File: config.mk
export PLATFORM = sky130hd
export DESIGN_NAME = name_reveal
export DESIGN_NICKNAME = d
export VERILOG_FILES = /design/src/rtl/name_reveal_pkg.sv /design/src/rtl/name_rom.sv /design/src/rtl/name_reveal.sv
export SDC_FILE = /design/constraint.sdc
export NUM_CORES = 1
export LEC_CHECK = 0
export CAP_MARGIN = 20
export CORE_ASPECT_RATIO = 0.75
export CORE_MARGIN = 10
export CORE_UTILIZATION = 53
export CTS_CLUSTER_DIAMETER = 100
export DETAILED_ROUTE_END_ITERATION = 6
export PLACE_DENSITY = 0.75
export SLEW_MARGIN = 10
export SYNTH_ARGS = -nofsm -noshare
export SYNTH_HDL_FRONTEND = slang
export SYNTH_SLANG_ARGS = --single-unit
File: constraint.sdc
create_clock -name clk -period 4.05 [get_ports clk]
set_input_delay 0.405 -clock clk [delete_from_list [all_inputs] [get_ports clk]]
set_output_delay 0.405 -clock clk [all_outputs]
set_load 0.1 [all_outputs]
File: src/rtl/name_reveal_pkg.sv
// Shared constants and message bitmap for the name_reveal column-scanned LED matrix.
// Bit i of each column pattern drives row i; entries past the message are blank.
package name_reveal_pkg;

  localparam int unsigned COL_W     = 4;
  localparam int unsigned ROW_W     = 16;
  localparam int unsigned MSG_DEPTH = 256;

  typedef logic [ROW_W-1:0] row_t;

  localparam row_t MSG_BITMAP [MSG_DEPTH] = '{
    0:  16'h0001, 1:  16'h8003, 2:  16'hFFFF, 3:  16'hFFFE,
    4:  16'h001C, 5:  16'h0038, 6:  16'h0070, 7:  16'h00E0,
    8:  16'h01C0, 9:  16'h0380, 10: 16'h0700, 11: 16'h0E00,
    12: 16'h7FFF, 13: 16'hFFF8, 14: 16'h8000, 15: 16'h0002,
    16: 16'h0004, 17: 16'hF800, 18: 16'hFF00, 19: 16'h1FE0,
    20: 16'h18F8, 21: 16'h183E, 22: 16'h180F, 23: 16'h1803,
    24: 16'h1807, 25: 16'h181E, 26: 16'h18F0, 27: 16'h1FC0,
    28: 16'hFE00, 29: 16'hF000, 30: 16'h8008, 31: 16'h0010,
    32: 16'h0020, 33: 16'hFFFC, 34: 16'hFFF0, 35: 16'h003E,
    36: 16'h00F8, 37: 16'h03E0, 38: 16'h0F80, 39: 16'h3E00,
    40: 16'h3C00, 41: 16'h0F00, 42: 16'h03C0, 43: 16'h00F0,
    44: 16'hFFF6, 45: 16'hFFF4, 46: 16'h0040, 47: 16'h0080,
    48: 16'h0100, 49: 16'hFFFD, 50: 16'hFFFB, 51: 16'hC183,
    52: 16'hC185, 53: 16'hC189, 54: 16'hC191, 55: 16'hC1A1,
    56: 16'hC1C1, 57: 16'hC181, 58: 16'hC081, 59: 16'hC003,
    60: 16'hE007, 61: 16'h6006, 62: 16'h0200, 63: 16'h0400,
    default: 16'h0000
  };

  // offset < cols and column < 16 <= cols, so one conditional subtract reduces the sum.
  function automatic logic [7:0] wrap_col(input logic [8:0] sum, input int unsigned cols);
    logic [8:0] r;
    r = (sum >= 9'(cols)) ? sum - 9'(cols) : sum;
    return r[7:0];
  endfunction

endpackage

File: src/rtl/name_rom.sv
// Combinational column lookup into the message bitmap.
module name_rom
  import name_reveal_pkg::*;
(
  input  logic [7:0]       idx,
  output logic [ROW_W-1:0] pattern
);

  always_comb begin
    pattern = MSG_BITMAP[idx];
  end

endmodule

File: src/rtl/name_reveal.sv
// Column-scanned 16x16 matrix driver showing a message window, optionally scrolling.
// Scrolling is compiled in with NAME_REVEAL_SCROLL_EN; otherwise columns 0..15 are shown statically.
module name_reveal
  import name_reveal_pkg::*;
#(
  parameter int unsigned SCAN_DIV        = 1000,
  parameter int unsigned FRAMES_PER_STEP = 8,
  parameter int unsigned MSG_COLS        = 64
) (
  input  logic             clk,
  input  logic             rst_n,
  output logic [COL_W-1:0] keyc,
  output logic [ROW_W-1:0] keyr
);

  logic [15:0]      scan_cnt;
  logic             scan_wrap;
  logic [COL_W-1:0] col_next;
  logic [7:0]       off_next;
  logic [7:0]       rom_idx;
  logic [ROW_W-1:0] rom_row;

  always_comb begin
    scan_wrap = (scan_cnt == 16'(SCAN_DIV - 1));
    col_next  = scan_wrap ? keyc + 4'd1 : keyc;
  end

`ifdef NAME_REVEAL_SCROLL_EN
  logic [7:0] frame_cnt;
  logic [7:0] offset;
  logic       frame_end;
  logic       step;

  always_comb begin
    frame_end = scan_wrap && (keyc == 4'd15);
    step      = frame_end && (frame_cnt == 8'(FRAMES_PER_STEP - 1));
    off_next  = offset;
    if (step) begin
      off_next = (offset == 8'(MSG_COLS - 1)) ? '0 : offset + 8'd1;
    end
  end

  always_ff @(posedge clk) begin
    if (!rst_n) begin
      frame_cnt <= '0;
      offset    <= '0;
    end else begin
      offset <= off_next;
      if (frame_end) begin
        frame_cnt <= step ? '0 : frame_cnt + 8'd1;
      end
    end
  end
`else
  always_comb begin
    off_next = '0;
  end
`endif

  // The ROM is addressed with next-state column/offset so keyr registers alongside keyc.
  always_comb begin
    rom_idx = rst_n ? wrap_col({1'b0, off_next} + 9'(col_next), MSG_COLS) : '0;
  end

  name_rom u_rom (
    .idx     (rom_idx),
    .pattern (rom_row)
  );

  always_ff @(posedge clk) begin
    if (!rst_n) begin
      scan_cnt <= '0;
      keyc     <= '0;
      keyr     <= rom_row;
    end else begin
      scan_cnt <= scan_wrap ? '0 : scan_cnt + 16'd1;
      keyc     <= col_next;
      keyr     <= rom_row;
    end
  end

endmodule

[Word-level counts from Yosys, hierarchy flattened]
Memory sizes are Yosys's and may differ from the RTL's. A register that Yosys moved wholly into a read port is not among the register bits.
Cells that the tools add are included.
Word-level totals
  flip-flop bits (word level): 20
  ROM bits: 4096
  bits of input ports: 2
  output and inout port bits: 20
  word-level logic and storage cells: 14
  memories kept: 1
Cells by class
  add/subtract/negate cells: 3
  order comparisons: 1
  equality and inequality tests: 1
  mux-type cells: 3
  bitwise gates (word level): 2
  reduce and logical (&&, ||, !) cells: 1
Memories
  (no name shown): words 256, width 16, rd ports 1, clocked after Yosys merged registers in 1, wr ports 0, RTL line name_rom.sv:10  | pattern = MSG_BITMAP[idx];
Operator list (count)
  adder 16 x 1 -> 16 bit, second input constant: 1
  equality test 16 x 10 -> 1 bit, second input constant: 1
  two-way mux 8 bit: 2
  inverter 8 -> 9 bit: 1
  subtractor 4 x 7 -> 8 bit, second input constant: 1
  greater-or-equal comparator 4 x 7 -> 1 bit, second input constant: 1
  adder 4 x 1 -> 4 bit, second input constant: 1
  two-way mux 4 bit: 1
  OR reduction 2 bit: 1
  inverter 1 bit: 1

[Logic depth before layout (Yosys ltp)]
  word-level depth: 6
  depth in mapped cells: 11

[By module]
A second synthesis with hierarchy kept.
Unflattened totals
  cells, all modules: 304
  area, all modules: 2534.9 sq um
Modules (own cells, without submodules)
  name_reveal: instances 1, cells an instance 120, area an instance 1268.7 sq um
  name_rom: instances 1, cells an instance 184, area an instance 1266.2 sq um

[Least setup slack after synthesis]
No wires, ideal clock.
  path kind: register to register
  start point: register keyc[0]
  end point: register keyr[4]
  library setup time: 0.070 ns
  arrival: 3.352 ns
  data required time: 3.980 ns
  slack: 0.628 ns
  stages on the path, launching flop included: 12
  buffers on the path: 0
  clock period less this slack: 3.422 ns
  cell sequence: dfxtp_1 > ha_1 > or4b_1 > nor4_2 > xor2_1 > nand2_1 > inv_1 > ha_1 > inv_1 > nor4_1 > o41ai_1 > a21oi_1
On the way
  longest elaborated chain between the ends: 6
  elaborated cells on any way between the ends: 7
  those cells by class: 2 x add/sub; 1 x order compare; 3 x mux; 1 x bitwise
Ends and longest elaborated chain
  start: declaration: RTL line name_reveal.sv:12  | output logic [COL_W-1:0] keyc,
  start signal: assignment: RTL line name_reveal.sv:77  | keyc <= col_next;
  adder 4 x 1 -> 4 bit: RTL line name_reveal.sv:25  | col_next = scan_wrap ? keyc + 4'd1 : keyc;
  two-way mux 4 bit *: RTL line name_reveal.sv:25
  subtractor 4 x 7 -> 8 bit / greater-or-equal comparator 4 x 7 -> 1 bit (equally long branches): RTL line name_reveal_pkg.sv:34  | r = (sum >= 9'(cols)) ? sum - 9'(cols) : sum;
  two-way mux 8 bit *: RTL line name_reveal_pkg.sv:34
  two-way mux 8 bit *: RTL line name_reveal.sv:62  | rom_idx = rst_n ? wrap_col({1'b0, off_next} + 9'(col_next), MSG_COLS) : '0;
  inverter 8 -> 9 bit (implied by the code) *: RTL line name_rom.sv:10
  end: declaration: RTL line name_reveal.sv:13  | output logic [ROW_W-1:0] keyr
Mark *: on every way between the ends. The rest lies on a longest branch, timed or not.
A chain may end at the register's enable or synchronous reset.

[Final worst setup path]
  start point: register scan_cnt[2]
  end point: register keyr[4]
On the way
  longest elaborated chain between the ends: 6
  elaborated cells on any way between the ends: 7
  those cells by class: 1 x add/sub; 1 x order compare; 1 x eq/ne; 3 x mux; 1 x bitwise
Ends and longest elaborated chain
  start: declaration: RTL line name_reveal.sv:16  | logic [15:0] scan_cnt;
  start signal: assignment: RTL line name_reveal.sv:76  | scan_cnt <= scan_wrap ? '0 : scan_cnt + 16'd1;
  equality test 16 x 10 -> 1 bit *: RTL line name_reveal.sv:24  | scan_wrap = (scan_cnt == 16'(SCAN_DIV - 1));
  two-way mux 4 bit *: RTL line name_reveal.sv:25
  subtractor 4 x 7 -> 8 bit / greater-or-equal comparator 4 x 7 -> 1 bit (equally long branches): RTL line name_reveal_pkg.sv:34
  two-way mux 8 bit *: RTL line name_reveal_pkg.sv:34
  two-way mux 8 bit *: RTL line name_reveal.sv:62
  inverter 8 -> 9 bit (implied by the code) *: RTL line name_rom.sv:10
Marks and branches as above.

==> results by group <==
Synth
  – Syn. warnings: 0
  – Post-synth top area cell: dfxtp_1
  – Top FF cell, synth: dfxtp_1
  – Cell Area, Synth: 0.00161 mm²
  – Sequential area share after synthesis: 42.2%
  – Synth area leaders: dfxtp_1 (42%), ha_1 (6.2%), xnor2_1 (6.0%)
  – Netlist cell types: 42
  – Post-synth ARST share: 0%
  – Syn_area_per_cell: 9.21 µm²
  – Count leader, synth: dfxtp_1
  – Post-synth EDFFs: 0
  – Commonest cells post-synth: dfxtp_1 (34), nor2_1 (19), inv_1 (15), nand2_1 (12), xnor2_1 (11)
  – Syn nets: 185
  – Synth top area share: 42.2%
  – Yosys reg bits: 34
  – Syn Inst Count: 175

Status
  – Status: completed

Drt
  – DRT iter0 DRCs: 96
  – Post-Route WL: 3260 µm
  – First drt pass iteration count: 4
  – Via-to-Cell Ratio: 5.49
  – Wire length per cell: 13.9 µm
  – DR vias: 1284
  – Antenna Nets Post-Route: 0
  – Remaining DRCs: 0

Critical path
  – Arrival time worst endpoint: 3.49 ns
  – Critical Setup Path Class: flip-flop to flip-flop
  – Worst reg2reg path endpoint: keyr[4]
  – Critical Path Start Type: flip-flop
  – Max incr delay on CP: 0.68 ns
  – Crit path required time: 4.26 ns
  – CP max FO: 7
  – Crit. End Element: flip-flop
  – Register-to-Register Setup Slack: 0.78 ns
  – Critical Path Source: scan_cnt[2]
  – CP cell instances: or4b_4 > or4_1 > mux2_4 > nand2_1 > ha_1 > inv_1 > nor4_1 > nor2_1 > a21oi_1
  – FF-to-FF Start: scan_cnt[2]
  – Slowest cell on the critical path: or4_1
  – Reg2Reg Depth: 9

STA
  – RSZ-0062 raised after global routing: no
  – Slew headroom: 34.5%
  – Setup TNS: 0 ns
  – Setup WS post-layout: 0.778 ns
  – Setup violators final: 0
  – Peak Freq: 0.306 GHz
  – Final Skew: 0.00796 ns
  – Worst-Margin Slew: 0.980 ns
  – Period utilization: 80.8%
  – Hold Fails Final Rpt: 0
  – Final Max Tran Viols: 0
  – Tmin final: 3.27 ns

Floorplanning
  – Total die area: 0.00567 mm²
  – Row count: 17
  – Die X: 83.7 µm
  – Overall die height: 67.8 µm
  – Top Ports: 22
  – Core Area: 0.00294 mm²
  – Starting Density: 54.9%

Pwr
  – Static Leakage: 0.776 nW
  – Worst vdd ir: 0.203 mV
  – P per Cell Area: 304 mW/mm²

Run
  – Maxcap violations: 0

CTS
  – Clk root buf: clkbuf_8
  – TritonCTS clock tree: built
  – Clock latency on the worst-skew pair: 0.29 ns
  – Hold buffers post-CTS: 0
  – Setup bufs post-CTS: 0
  – Clock-pin slew on the worst setup and hold paths: 0.06 ns
  – Cts repair resizes: 0
  – Htree depth: 2
  – Cts bufs inserted: 5
  – TritonCTS Sinks: 34
  – Clock Path Buffers: 2

Worst hold path
  – Min-delay src: scan_cnt[0]
  – Hold Path Depth: 1
  – Min-delay worst type: flip-flop to flip-flop
  – WHS Endpoint: scan_cnt[0]

Finish
  – Area grow syn2layout: 18.6%
  – N_diodes: 0
  – Fin util: 65.1%
  – Nets: 206
  – Share of cells above drive strength 1: 10.2%

Global routing
  – Largest net degree at the start of global routing: 16
  – Initial antenna violation count: 0
  – GRT Residual Overflow: 0
  – First-pass GRT wire length: 5500 µm
  – Gr usage total: 12.0%
  – Vias in the first global route: 1227

Placed design
  – I/O Buffers: 21
  – Place WS: 0.865 ns
  – Hpwl dp: 2450 µm
  – RD Place Congestion: 0.855
worst max path at each step:
stage | slack [ns] | cells past startpoint | endpoint
3_3_place_gp | 1.0 | 9 | keyr[4]
6_report | 0.78 | 9 | keyr[4]
3_5_place_dp | 0.86 | 9 | keyr[4]
2_1_floorplan | 0.63 | 11 | keyr[4]
4_1_cts | 0.83 | 9 | keyr[4]
5_1_grt | 0.62 | 10 | keyr[5]
registers in the layout, indices dropped and copies added, names as in the netlist:
register and cells:
scan_cnt 16, keyr 14, keyc 4
cell families (layout without fill, tap and decap cells):
| logic type | Yosys count | count (layout) | synth area share (%) |
|---|---|---|---|
| adders and majority gates | 8 | 8 | 6.21 |
| buffers and inverters | 24 | 45 | 6.21 |
| DFF | 34 | 34 | 42.2 |
| xor gates and xnor gates | 15 | 15 | 8.15 |
| muxes | 4 | 4 | 2.87 |
| and+or+nand+nor | 66 | 66 | 22.4 |
| AOI/OAI and AO/OA | 24 | 24 | 11.9 |
layer usage:
layer | global-route usage [%] | routed length (µm) | vias to the layer above | share of wire (%)
met1 | 13.7 | 1580 | 592 | 49
met4 | 6.67 | 62 | 0 | 1.9
met3 | 5.53 | 258 | 7 | 7.9
met5 | 0 | 0 | - | 0
li1 | - | - | 649 | -
met2 | 18.6 | 1360 | 36 | 42
cells in the final DEF (no fill, tap or decap), types with 2 or more instances in the layout:
master	Yosys	layout
nor4_2	2	2
nand3_1	8	8
ha_1	8	8
nor4_1	2	2
o21ai_0	2	2
clkinv_2	0	2
o41ai_1	2	2
or4_1	2	2
inv_2	2	2
xnor2_1	11	11
nand4_1	3	3
inv_1	15	15
and3_1	2	2
nor3_1	6	6
a21oi_1	5	5
dfxtp_1	34	34
o211a_1	2	2
mux2i_1	2	2
xor2_1	4	4
clkdlybuf4s50_1	0	21
clkbuf_8	0	5
nor2_1	19	19
or3_1	3	3
nand2_1	12	12
a41oi_1	3	3
o32ai_1	3	3
where the power goes:
| group | internal, mW | switching (mW) | total, mW |
|---|---|---|---|
| Combinational | 0.00500 | 0.00793 | 0.0129 |
| Sequential | 0.337 | 0.00270 | 0.340 |
| Clock | 0.115 | 0.114 | 0.230 |
| Total | 0.457 | 0.125 | 0.582 |
metrics by stage:
step / instance area (µm²) / std cells / hold slack [ns] / total power, mW
detailed placement: 1830 / 227 / 0.472 / 0.360
CTS: 1910 / 234 / 0.487 / 0.586
finish: 1910 / 234 / 0.481 / 0.582
floorplan: 1610 / 175 / 0.442 / 0.356
global placement: 1830 / 227 / 0.464 / 0.360
global route: 1910 / 234 / 0.539 / 0.602
critical path, delay by kind of cell (launching register included):
family          cells  cell delay (ns)
compound gates      1             0.14
fa+ha+maj           1             0.24
buf+inv             1             0.06
flops               1             0.39
mux                 1             0.39
simple gates        5             1.97
cell type report:
class / count / area [µm²]
timing repair buffer: 21 / 210
tap: 38 / 47.5
fill: 231 / 1020
clock inverter: 2 / 10.0
multi-input combinational: 117 / 831
sequential: 34 / 681
clock buffer: 5 / 68.8
inverter: 17 / 63.8
Note: power is estimated with default switching activity, not from simulation.
